**config.mk**
```make
export PLATFORM = sky130hd
export DESIGN_NAME = forward_hazard_unit
export DESIGN_NICKNAME = d
export VERILOG_FILES = /design/src/rtl/forward_hazard_unit.sv
export SDC_FILE = /design/constraint.sdc
export NUM_CORES = 1
export LEC_CHECK = 0
export BUFFER_PORTS_ARGS = -buffer_cell sky130_fd_sc_hd__buf_2
export CAP_MARGIN = 20
export CORE_UTILIZATION = 54
export DETAILED_ROUTE_END_ITERATION = 16
export GPL_TIMING_DRIVEN = 1
export MAX_ROUTING_LAYER = met4
export PLACE_DENSITY = 0.76
export SYNTH_ARGS = -nofsm -noshare
export SYNTH_HDL_FRONTEND = slang
export SYNTH_SLANG_ARGS = --single-unit
```
**constraint.sdc**
```tcl
create_clock -name Clk -period 2.05 [get_ports Clk]
set_input_delay 0 -clock Clk [delete_from_list [all_inputs] [get_ports Clk]]
set_output_delay 0 -clock Clk [all_outputs]
set_load 0.01 [all_outputs]
```
**src/rtl/forward_hazard_unit.sv**
```systemverilog
// Forwarding-mux select and load-use stall control for a 5-stage MIPS pipe.
// Ports: Clk/Reset, ID-stage instruction info, flush -> fwd_a/b_sel, stall, stall_cnt.
module forward_hazard_unit #(
  parameter int CNT_W = 16
) (
  input  logic             Clk,
  input  logic             Reset,
  input  logic             id_valid,
  input  logic [4:0]       id_rs,
  input  logic [4:0]       id_rt,
  input  logic             id_use_rs,
  input  logic             id_use_rt,
  input  logic [4:0]       id_dst,
  input  logic             id_reg_write,
  input  logic             id_mem_read,
  input  logic             flush,
  output logic [1:0]       fwd_a_sel,
  output logic [1:0]       fwd_b_sel,
  output logic             stall,
  output logic [CNT_W-1:0] stall_cnt
);

  typedef struct packed {
    logic       valid;
    logic [4:0] rs;
    logic [4:0] rt;
    logic       use_rs;
    logic       use_rt;
    logic [4:0] dst;
    logic       reg_write;
    logic       mem_read;
  } ex_rec_t;

  typedef struct packed {
    logic       valid;
    logic [4:0] dst;
    logic       reg_write;
    logic       mem_read;
  } mem_rec_t;

  typedef struct packed {
    logic       valid;
    logic [4:0] dst;
    logic       reg_write;
  } wb_rec_t;

  ex_rec_t          ex_q, ex_d;
  mem_rec_t         mem_q, mem_d;
  wb_rec_t          wb_q, wb_d;
  logic [CNT_W-1:0] cnt_q, cnt_d;

  // Newest producer (MEM) wins over older one (WB); $0 never forwards.
  function automatic logic [1:0] fwd_sel(
    input logic       use_src,
    input logic [4:0] src,
    input ex_rec_t    ex,
    input mem_rec_t   mem,
    input wb_rec_t    wb
  );
    logic active;
    active = ex.valid & use_src & (src != 5'd0);
    if (active & mem.valid & mem.reg_write & (mem.dst == src))
      return 2'b01;
    else if (active & wb.valid & wb.reg_write & (wb.dst == src))
      return 2'b10;
    else
      return 2'b00;
  endfunction

  always_comb begin
    fwd_a_sel = fwd_sel(ex_q.use_rs, ex_q.rs, ex_q, mem_q, wb_q);
    fwd_b_sel = fwd_sel(ex_q.use_rt, ex_q.rt, ex_q, mem_q, wb_q);
  end

  // Only a load still in EX stalls; a load in MEM is covered by WB forwarding.
  always_comb begin
    stall = id_valid & ~flush & ex_q.valid & ex_q.mem_read
          & (ex_q.dst != 5'd0)
          & ((id_use_rs & (id_rs == ex_q.dst))
           | (id_use_rt & (id_rt == ex_q.dst)));
  end

  always_comb begin
    ex_d  = '0;
    mem_d = '0;
    wb_d  = '0;
    cnt_d = cnt_q;

    wb_d.valid     = mem_q.valid;
    wb_d.dst       = mem_q.dst;
    wb_d.reg_write = mem_q.reg_write;

    mem_d.valid     = ex_q.valid;
    mem_d.dst       = ex_q.dst;
    mem_d.reg_write = ex_q.reg_write;
    mem_d.mem_read  = ex_q.mem_read;

    if (id_valid & ~stall & ~flush) begin
      ex_d.valid     = 1'b1;
      ex_d.rs        = id_rs;
      ex_d.rt        = id_rt;
      ex_d.use_rs    = id_use_rs;
      ex_d.use_rt    = id_use_rt;
      ex_d.dst       = id_dst;
      ex_d.reg_write = id_reg_write;
      ex_d.mem_read  = id_mem_read;
    end

    if (stall && (cnt_q != {CNT_W{1'b1}}))
      cnt_d = cnt_q + 1'b1;
  end

  always_ff @(posedge Clk or posedge Reset) begin
    if (Reset) begin
      ex_q  <= '0;
      mem_q <= '0;
      wb_q  <= '0;
      cnt_q <= '0;
    end else begin
      ex_q  <= ex_d;
      mem_q <= mem_d;
      wb_q  <= wb_d;
      cnt_q <= cnt_d;
    end
  end

  assign stall_cnt = cnt_q;

endmodule

```
==> results of run 1 <==
==> placed cells by master (no fill, tap or decap) <==
cell,instances
sky130_fd_sc_hd__mux2i_1,1
sky130_fd_sc_hd__xnor2_1,41
sky130_fd_sc_hd__nand4_1,13
sky130_fd_sc_hd__nor2_1,3
sky130_fd_sc_hd__nand3b_1,1
sky130_fd_sc_hd__nor4_1,2
sky130_fd_sc_hd__buf_2,43
sky130_fd_sc_hd__a41oi_1,1
sky130_fd_sc_hd__bufinv_16,1
sky130_fd_sc_hd__o211ai_1,2
sky130_fd_sc_hd__and4_1,1
sky130_fd_sc_hd__dfrtp_1,50
sky130_fd_sc_hd__nand4b_1,1
sky130_fd_sc_hd__inv_2,2
sky130_fd_sc_hd__and3_1,7
sky130_fd_sc_hd__mux2_2,1
sky130_fd_sc_hd__xor2_1,2
sky130_fd_sc_hd__o21a_1,2
sky130_fd_sc_hd__clkbuf_8,6
sky130_fd_sc_hd__o2111ai_2,1
sky130_fd_sc_hd__nor3b_1,1
sky130_fd_sc_hd__nor2b_1,2
sky130_fd_sc_hd__inv_1,2
sky130_fd_sc_hd__nor3_1,2
sky130_fd_sc_hd__o22ai_1,1
sky130_fd_sc_hd__ha_1,1
sky130_fd_sc_hd__or4_1,3
sky130_fd_sc_hd__a31oi_1,2
sky130_fd_sc_hd__dlygate4sd3_1,20
sky130_fd_sc_hd__nand3_1,9
sky130_fd_sc_hd__nand2_1,5
sky130_fd_sc_hd__a21boi_2,1
sky130_fd_sc_hd__buf_4,7
sky130_fd_sc_hd__and2_1,20
==> cells by family (layout without fill, tap and decap cells) <==
group                    count (synthesis)  in the layout  share of synthesized area (%)
adder cells (fa/ha/maj)                  1              1                          0.567
buffers and inverters                    8             81                           1.99
AO/OA/AOI/OAI                           10             10                           3.80
AND/OR/NAND/NOR                         70             70                           18.8
flip-flops                              50             50                           56.8
multiplexers                             2              2                          0.965
XOR/XNOR                                43             43                           17.1
==> layer usage <==
layer / wire length, µm / up-vias
li1: - / 773
met1: 2050 / 820
met2: 2380 / 40
met3: 149 / 9
met4: 79 / 0
met5: 0 / -
==> state kept, by name, indices dropped and copies added (netlist names) <==
name       cells
wb_q           7
stall_cnt     16
mem_q          7
ex_q          20
==> power groups by stage <==
stage	Clock, µW	Combinational (µW)	Sequential [µW]
finish	701	165	1040
global route	743	183	1040
CTS	702	165	1040
detailed placement	0	135	1060
global placement	0	131	1060
floorplan	0	87.9	1050
==> per-stage QoR <==
stage / hold WS [ps] / setup slack (ps) / std cells
2_1_floorplan: 129 / 202 / 184
3_3_place_gp: -31.7 / 195 / 278
3_5_place_dp: -15.0 / 119 / 278
4_1_cts: 168 / 101 / 305
5_1_grt: 203 / 0.0588 / 305
6_report: 172 / 111 / 305
==> final cells by class <==
cell class / count / share of cell area (%)
Inverter: 4 / 0.533
Clock buffer: 6 / 2.93
Tap cell: 48 / 2.13
Sequential cell: 50 / 44.4
Multi-Input combinational cell: 126 / 32.3
Timing Repair Buffer: 70 / 16.6
Clock inverter: 1 / 1.07
==> timing repair <==
action                                  4_1_cts  5_1_grt
endpoints found under the setup margin        0        0
endpoints found under the hold margin        34        0
hold buffers                                 20        0
==> worst max-delay path, cell delays in order (launching register included) <==
cell and delay [ps]:
sky130_fd_sc_hd__dfrtp_1 420, sky130_fd_sc_hd__or4_1 560, sky130_fd_sc_hd__o2111ai_2 250, sky130_fd_sc_hd__a31oi_1 100, sky130_fd_sc_hd__nand2_1 150, sky130_fd_sc_hd__mux2_2 350
==> worst max path at each step <==
stage,cells after the start,from,end,slack (ps)
final,5,ex_q[3],stall_cnt[1],110
after global routing,5,ex_q[3],stall_cnt[1],0.06
after CTS,5,ex_q[3],stall,100
after detailed placement,5,ex_q[3],stall_cnt[1],120
after global placement,5,ex_q[3],stall_cnt[1],190
after floorplan,5,ex_q[3],stall_cnt[1],200
==> results.txt, run 1 <==
The flow ran to the end, and the final reports show no timing, DRC or antenna violations. The highest net fanout along the worst path is 4. The root buffer cell is sky130_fd_sc_hd__clkbuf_8. Synthesis produced a netlist with a net count of 208.

The vias after detailed routing is 1642. Counting flops with a built-in enable in the synthesized netlist gives 0. By count the netlist is led by sky130_fd_sc_hd__dfrtp_1 (50), sky130_fd_sc_hd__xnor2_1 (41), sky130_fd_sc_hd__and2_1 (20), sky130_fd_sc_hd__nand4_1 (13), sky130_fd_sc_hd__nand3_1 (9). The final count of negative-setup-slack endpoints came out at 0. Cells fill 74.1% of the core in the end.

The synthesized design contains 50 register bits. The total global routing track utilization came out at 25.0%. The portion of total power attributed to sequential cells came out at 54.5%.

The sequential cell area fraction in the yosys report is 56.8%. The clock edge transition at the registers on the reported setup and hold paths came out at 80 ps. The antenna diode count is 0.

The detailed placer's ending HPWL came out at 3.31 mm. The ratio of final minimum period to clock period is 94.6%. In this run the core area contains 22 standard-cell rows. The number of endpoints with negative hold slack in the final report came to 0. The upper clock frequency limit came out at 516 MHz. The sequential cell area in the final layout came out at 1250 µm². The Yosys step of the flow raised 0 warnings.

The region available for standard cell placement spans 3800 µm². By instance count, the leading cell after synthesis is sky130_fd_sc_hd__dfrtp_1. In this run the cell area of the synthesized design comes to 2200 µm². The shortest clock period the worst path allows after layout is 1940 ps. The number of antenna violations at the first check in global routing is 0. The worst register-to-register path ends at stall_cnt[1]. The required time at the endpoint of the critical path came out at 2240 ps. The first global-routing pass estimated 7.63 mm of wire. The post-CTS resize count is 0.

The total clock sinks came out at 50. The TritonCTS buffer count is 5. The placed standard-cell area is 2500 µm². The floorplan die height came out at 65.9 µm. The final layout contains routed wiring with a total length of 4.66 mm. The cell area after layout is 2820 µm². The met2 track demand over resource is 40.9%.

Counting flops with an async set or reset pin after synthesis yields a share of 100%. The worst register-to-register path has a depth of 5. Synthesis produced a netlist whose cell count is 184.

The I/O pin total is 44. The internal portion of total power is 1490 µW. The final setup TNS is 0 ps. The number of fill cells came out at 261. The maximum level of the CTS H-tree is 2.

The later-pin clock latency in the skew report is 300 ps. In this run switching power makes up 21.5% of total power. For this run, design rule violations remaining after detail routing come to 0. The total chip power is 1910 µW. The cell depth of the worst min-delay path is 5.

The data arrival time of the critical path came out at 2130 ps. The worst vdd rail ir drop came out at 509 µV. The total overflow left after global routing is 0. The distinct cell type count after synthesis is 33.

The number of nets in the layout came out at 281. A synthesized cell averages 12.0 µm². The multi-input combinational cell area came out at 910 µm². The detailed-router iteration count before antenna repair came out at 4. The maximum number of buffers from clock root to sink came out at 2. The area share of the leading cell type in the synthesized netlist is 56.8%. For this run, global-route usage on met1 was measured as 30.9%. The overall die area is 4340 µm².

Of all cell types, the one taking the most synthesized area is sky130_fd_sc_hd__dfrtp_1. The combinational cell fraction of total power came out at 8.7%. STA classifies the critical path startpoint as a flip-flop. The startpoint identified for the worst hold timing path is flush. Setup repair after global routing left no endpoint under its margin.

The TritonCTS clock tree is yes. The average routed wire per standard cell is 15.3 µm. The relative slew slack is 66.5%. At the pin with the least slew margin, the transition time is 502 ps.

The clock power share came out at 36.8%. The number of global-route vias before repair came out at 1671. Using the TritonRoute via totals, the vias-per-cell ratio works out to 5.38. The tightest min-delay check is of the in2reg type. The width of the die is 65.9 µm. The setup skew after layout came out at 9.59 ps. At the end of routability-driven placement, the weighted congestion stood at 0.849. The pin count of the biggest net entering global routing came out at 36. The number of setup buffers added after CTS is 0. The synthesis-to-finish area growth is 27.8%.

The critical path is of the reg2reg type. The share of cells above drive strength 1 came out at 24.1%. The worst hold path endpoint is stall_cnt[12]. In this run the most used layer during global routing was met2.

The cell leakage power is 0.00133 µW. The count of input and output buffers came out at 43. Sorting the synthesized cells by area gives the leading types as sky130_fd_sc_hd__dfrtp_1 (57%), sky130_fd_sc_hd__xnor2_1 (16%), sky130_fd_sc_hd__and2_1 (5.7%). The max-capacitance violation count is 0. Summed over all nets, the switching power comes to 410 µW. The initial standard-cell utilization of the core came out at 58.0%. The detailed router's first-iteration violation count came out at 110.

The met3 usage in global routing came out at 4.66%. Across all register-to-register paths, the minimum setup slack is 110 ps. The number of nets still failing antenna checks after routing came out at 0. The startpoint identified for the worst register-to-register timing path is ex_q[3]. The most used flip-flop cell after synthesis is sky130_fd_sc_hd__dfrtp_1. The cell area power density is 676 nW/µm². The endpoint kind of the worst setup timing path is a flip-flop. The final-report max-slew violation count came out at 0.
No activity file was read; power rests on OpenSTA's default activity.
==> inputs of run 2 (changes only) <==
PLACE_DENSITY = 0.85   (was 0.76)
==> run 2 against run 1 <==
Fmax down 1.2%. Utilization shrank 0.30 points. Power fell by 0.25%. Final area down 0.40%. Clock skew up 2.6 ps. Global-route usage down 0.46 points.
==> results.txt, run 2 (same netlist as run 1, synthesis figures left out) <==
The run finished with clean final reports. The detailed-router iteration count before antenna repair was 4 (unchanged). The number of global-route vias before repair is 1630 (-2.5%). The cell leakage power came out at 0.00131 µW (-1.2%). The final setup TNS came out at 0 ps (unchanged).

The synthesis-to-finish area growth is 27.2%. The worst hold path begins at flush. The final count of negative-setup-slack endpoints is 0 (unchanged).

The relative slew slack is 60.2% (-6.3 points). The shortest clock period the worst path allows after layout is 1960 ps (+23.9 ps). The overall die area came out at 4340 µm² (unchanged). The later-pin clock latency in the skew report is 300 ps (about the same). The count of input and output buffers is 43 (unchanged). The share of cells above drive strength 1 came out at 23.2% (-0.90 points). The final estimated routing congestion in global placement came out at 0.842 (-0.86%). The number of cells after detailed placement is 275 (-1.1%).

The antenna diode count is 0 (unchanged). The I/O pin total was 44 (unchanged). The clock edge transition at the registers on the reported setup and hold paths is 90 ps (about the same). The pin count of the biggest net entering global routing is 51 (+42%). The filler-free cell count of the finished design was 302 (-0.98%). For hold timing, the worst endpoint is stall_cnt[12]. The number of nets in the layout is 278 (-1.1%).

The core area came out at 3800 µm² (unchanged). The flip-flop count of the largest register, all copies and words added is 20 (unchanged). The overflow left after global routing is 0 (unchanged). The ratio of final minimum period to clock period came out at 95.7% (+1.2 points). The floorplan die height came to 65.9 µm (unchanged). The most common library cell in the layout ignoring fill and taps is sky130_fd_sc_hd__dfrtp_1. In this run the worst hold path is classified as in2reg. The initial standard-cell utilization of the core came out at 58.0% (unchanged).

The number of cells on the worst reg-to-reg path came to 6 (+1). The maximum level of the CTS H-tree came out at 2 (unchanged). Ranked by flip-flop count, first place goes to ex_q. The via-per-instance ratio is 5.28 (-1.9%). The total global routing track utilization came out at 24.5% (-0.46 points).

The data arrival time of the critical path came to 1960 ps (-170 ps). In this run the critical register-to-register path is launched from ex_q[3]. The TritonCTS buffer count came out at 5 (unchanged).

The number of nets still failing antenna checks after routing is 0 (unchanged). The required time at the endpoint of the critical path came out at 2050 ps (-190 ps). The maximum number of buffers from clock root to sink is 2 (unchanged).

The measured slew at the worst slew-check pin came to 597 ps (+95.1 ps). The global-route wire length before repair is 7.53 mm (-1.4%). The vias after detailed routing came out at 1595 (-2.9%). The routed wire length is 4.48 mm (-3.9%). In this run the critical register-to-register path is captured at stall_cnt[7]. The cell depth of the worst min-delay path came out at 5 (unchanged). The number of endpoints with negative hold slack in the final report came to 0 (unchanged). In the layout the commonest cells are sky130_fd_sc_hd__dfrtp_1 (50), sky130_fd_sc_hd__buf_2 (43), sky130_fd_sc_hd__xnor2_1 (41). The worst vdd rail ir drop came to 483 µV (-5.1%). The endpoint kind of the worst setup timing path is an output port.

Tracing the worst setup path back leads to its startpoint at ex_q[3]. The max-capacitance violation count came out at 0 (unchanged). The setup skew after layout came to 12.2 ps (+2.58 ps). The cell area power density is 677 nW/µm² (+0.15%). The detailed router's first-iteration violation count is 35 (-68%).

The number of antenna violations at the first check in global routing came out at 0 (unchanged). The total clock sinks came out at 50 (unchanged). The average routed wire per standard cell came out at 14.8 µm (-2.9%). The final-report max-slew violation count is 0 (unchanged). TritonCTS built the clock tree.

CTS placed an instance of sky130_fd_sc_hd__clkbuf_8 at the clock tree root. The upper clock frequency limit came out at 510 MHz (-1.2%). The residual DRC count is 0 (unchanged). STA classifies the critical path startpoint as a flip-flop. The highest net fanout along the worst path is 4 (unchanged). The worst setup slack for register-to-register paths is 100 ps (about the same). The worst setup path is of the reg2out kind. The width of the die came out at 65.9 µm (unchanged). The detailed placer's ending HPWL came out at 2.99 mm (-9.7%). The floorplan row count came out at 22 (unchanged).
run 2: cell count changes in the layout (fill, tap and decap cells not counted), sizes merged:
cell  change
buf       -3
run 2: routing by layer:
metal / track usage (%) / share of wire, %
met5: - / 0
met4: 8.15 / 1.4
met3: 6.21 / 4.1
met2: 38.1 / 50
met1: 31.4 / 45
run 2: worst max-delay path, stage by stage, from the launching register on:
cell,delay (ps)
sky130_fd_sc_hd__dfrtp_1,430
sky130_fd_sc_hd__or4_1,590
sky130_fd_sc_hd__o2111ai_4,260
sky130_fd_sc_hd__inv_2,80
sky130_fd_sc_hd__and2_1,180
sky130_fd_sc_hd__buf_2,140
run 2: how the worst max path moves through the flow:
stage | endpoint | cells after the start | slack [ps]
final | stall | 5 | 90
after global routing | stall | 5 | -10
after CTS | stall | 5 | 90
after detailed placement | stall_cnt[1] | 5 | 130
after global placement | stall_cnt[1] | 5 | 200
after floorplan | stall_cnt[1] | 5 | 200
run 2: area by class of cell:
cell class | count | area (µm²)
clock buffers | 6 | 82.6
clock inverters | 1 | 30.0
fillers | 261 | 993
inverters | 4 | 15.0
multi-input cells | 126 | 921
flip-flops and latches | 50 | 1250
well taps | 48 | 60.1
repair buffers | 67 | 445
run 2: repair_timing:
action | 4_1_cts | 5_1_grt
resized for setup | 0 | 1
hold buffers | 20 | 0
buffers inserted | 0 | 0
hold endpoints to repair | 69 | 0
endpoints found under the setup margin | 0 | 1
run 2: stage by stage:
stage / total power, µW / setup WS [ps] / area [µm²] / hold WS (ps) / utilization (%)
2_1_floorplan: 1140 / 202 / 2200 / 129 / -
3_3_place_gp: 1190 / 200 / 2480 / 194 / 65.3
3_5_place_dp: 1190 / 131 / 2480 / 199 / 65.3
4_1_cts: 1900 / 87.7 / 2790 / 179 / 73.6
5_1_grt: 1980 / -12.2 / 2810 / 200 / 73.8
6_report: 1900 / 87.5 / 2810 / 183 / 73.8
run 2: power breakdown:
part / internal [µW] / switching (µW)
Combinational: 90.6 / 74.0
Sequential: 1010 / 28.7
Clock: 390 / 305
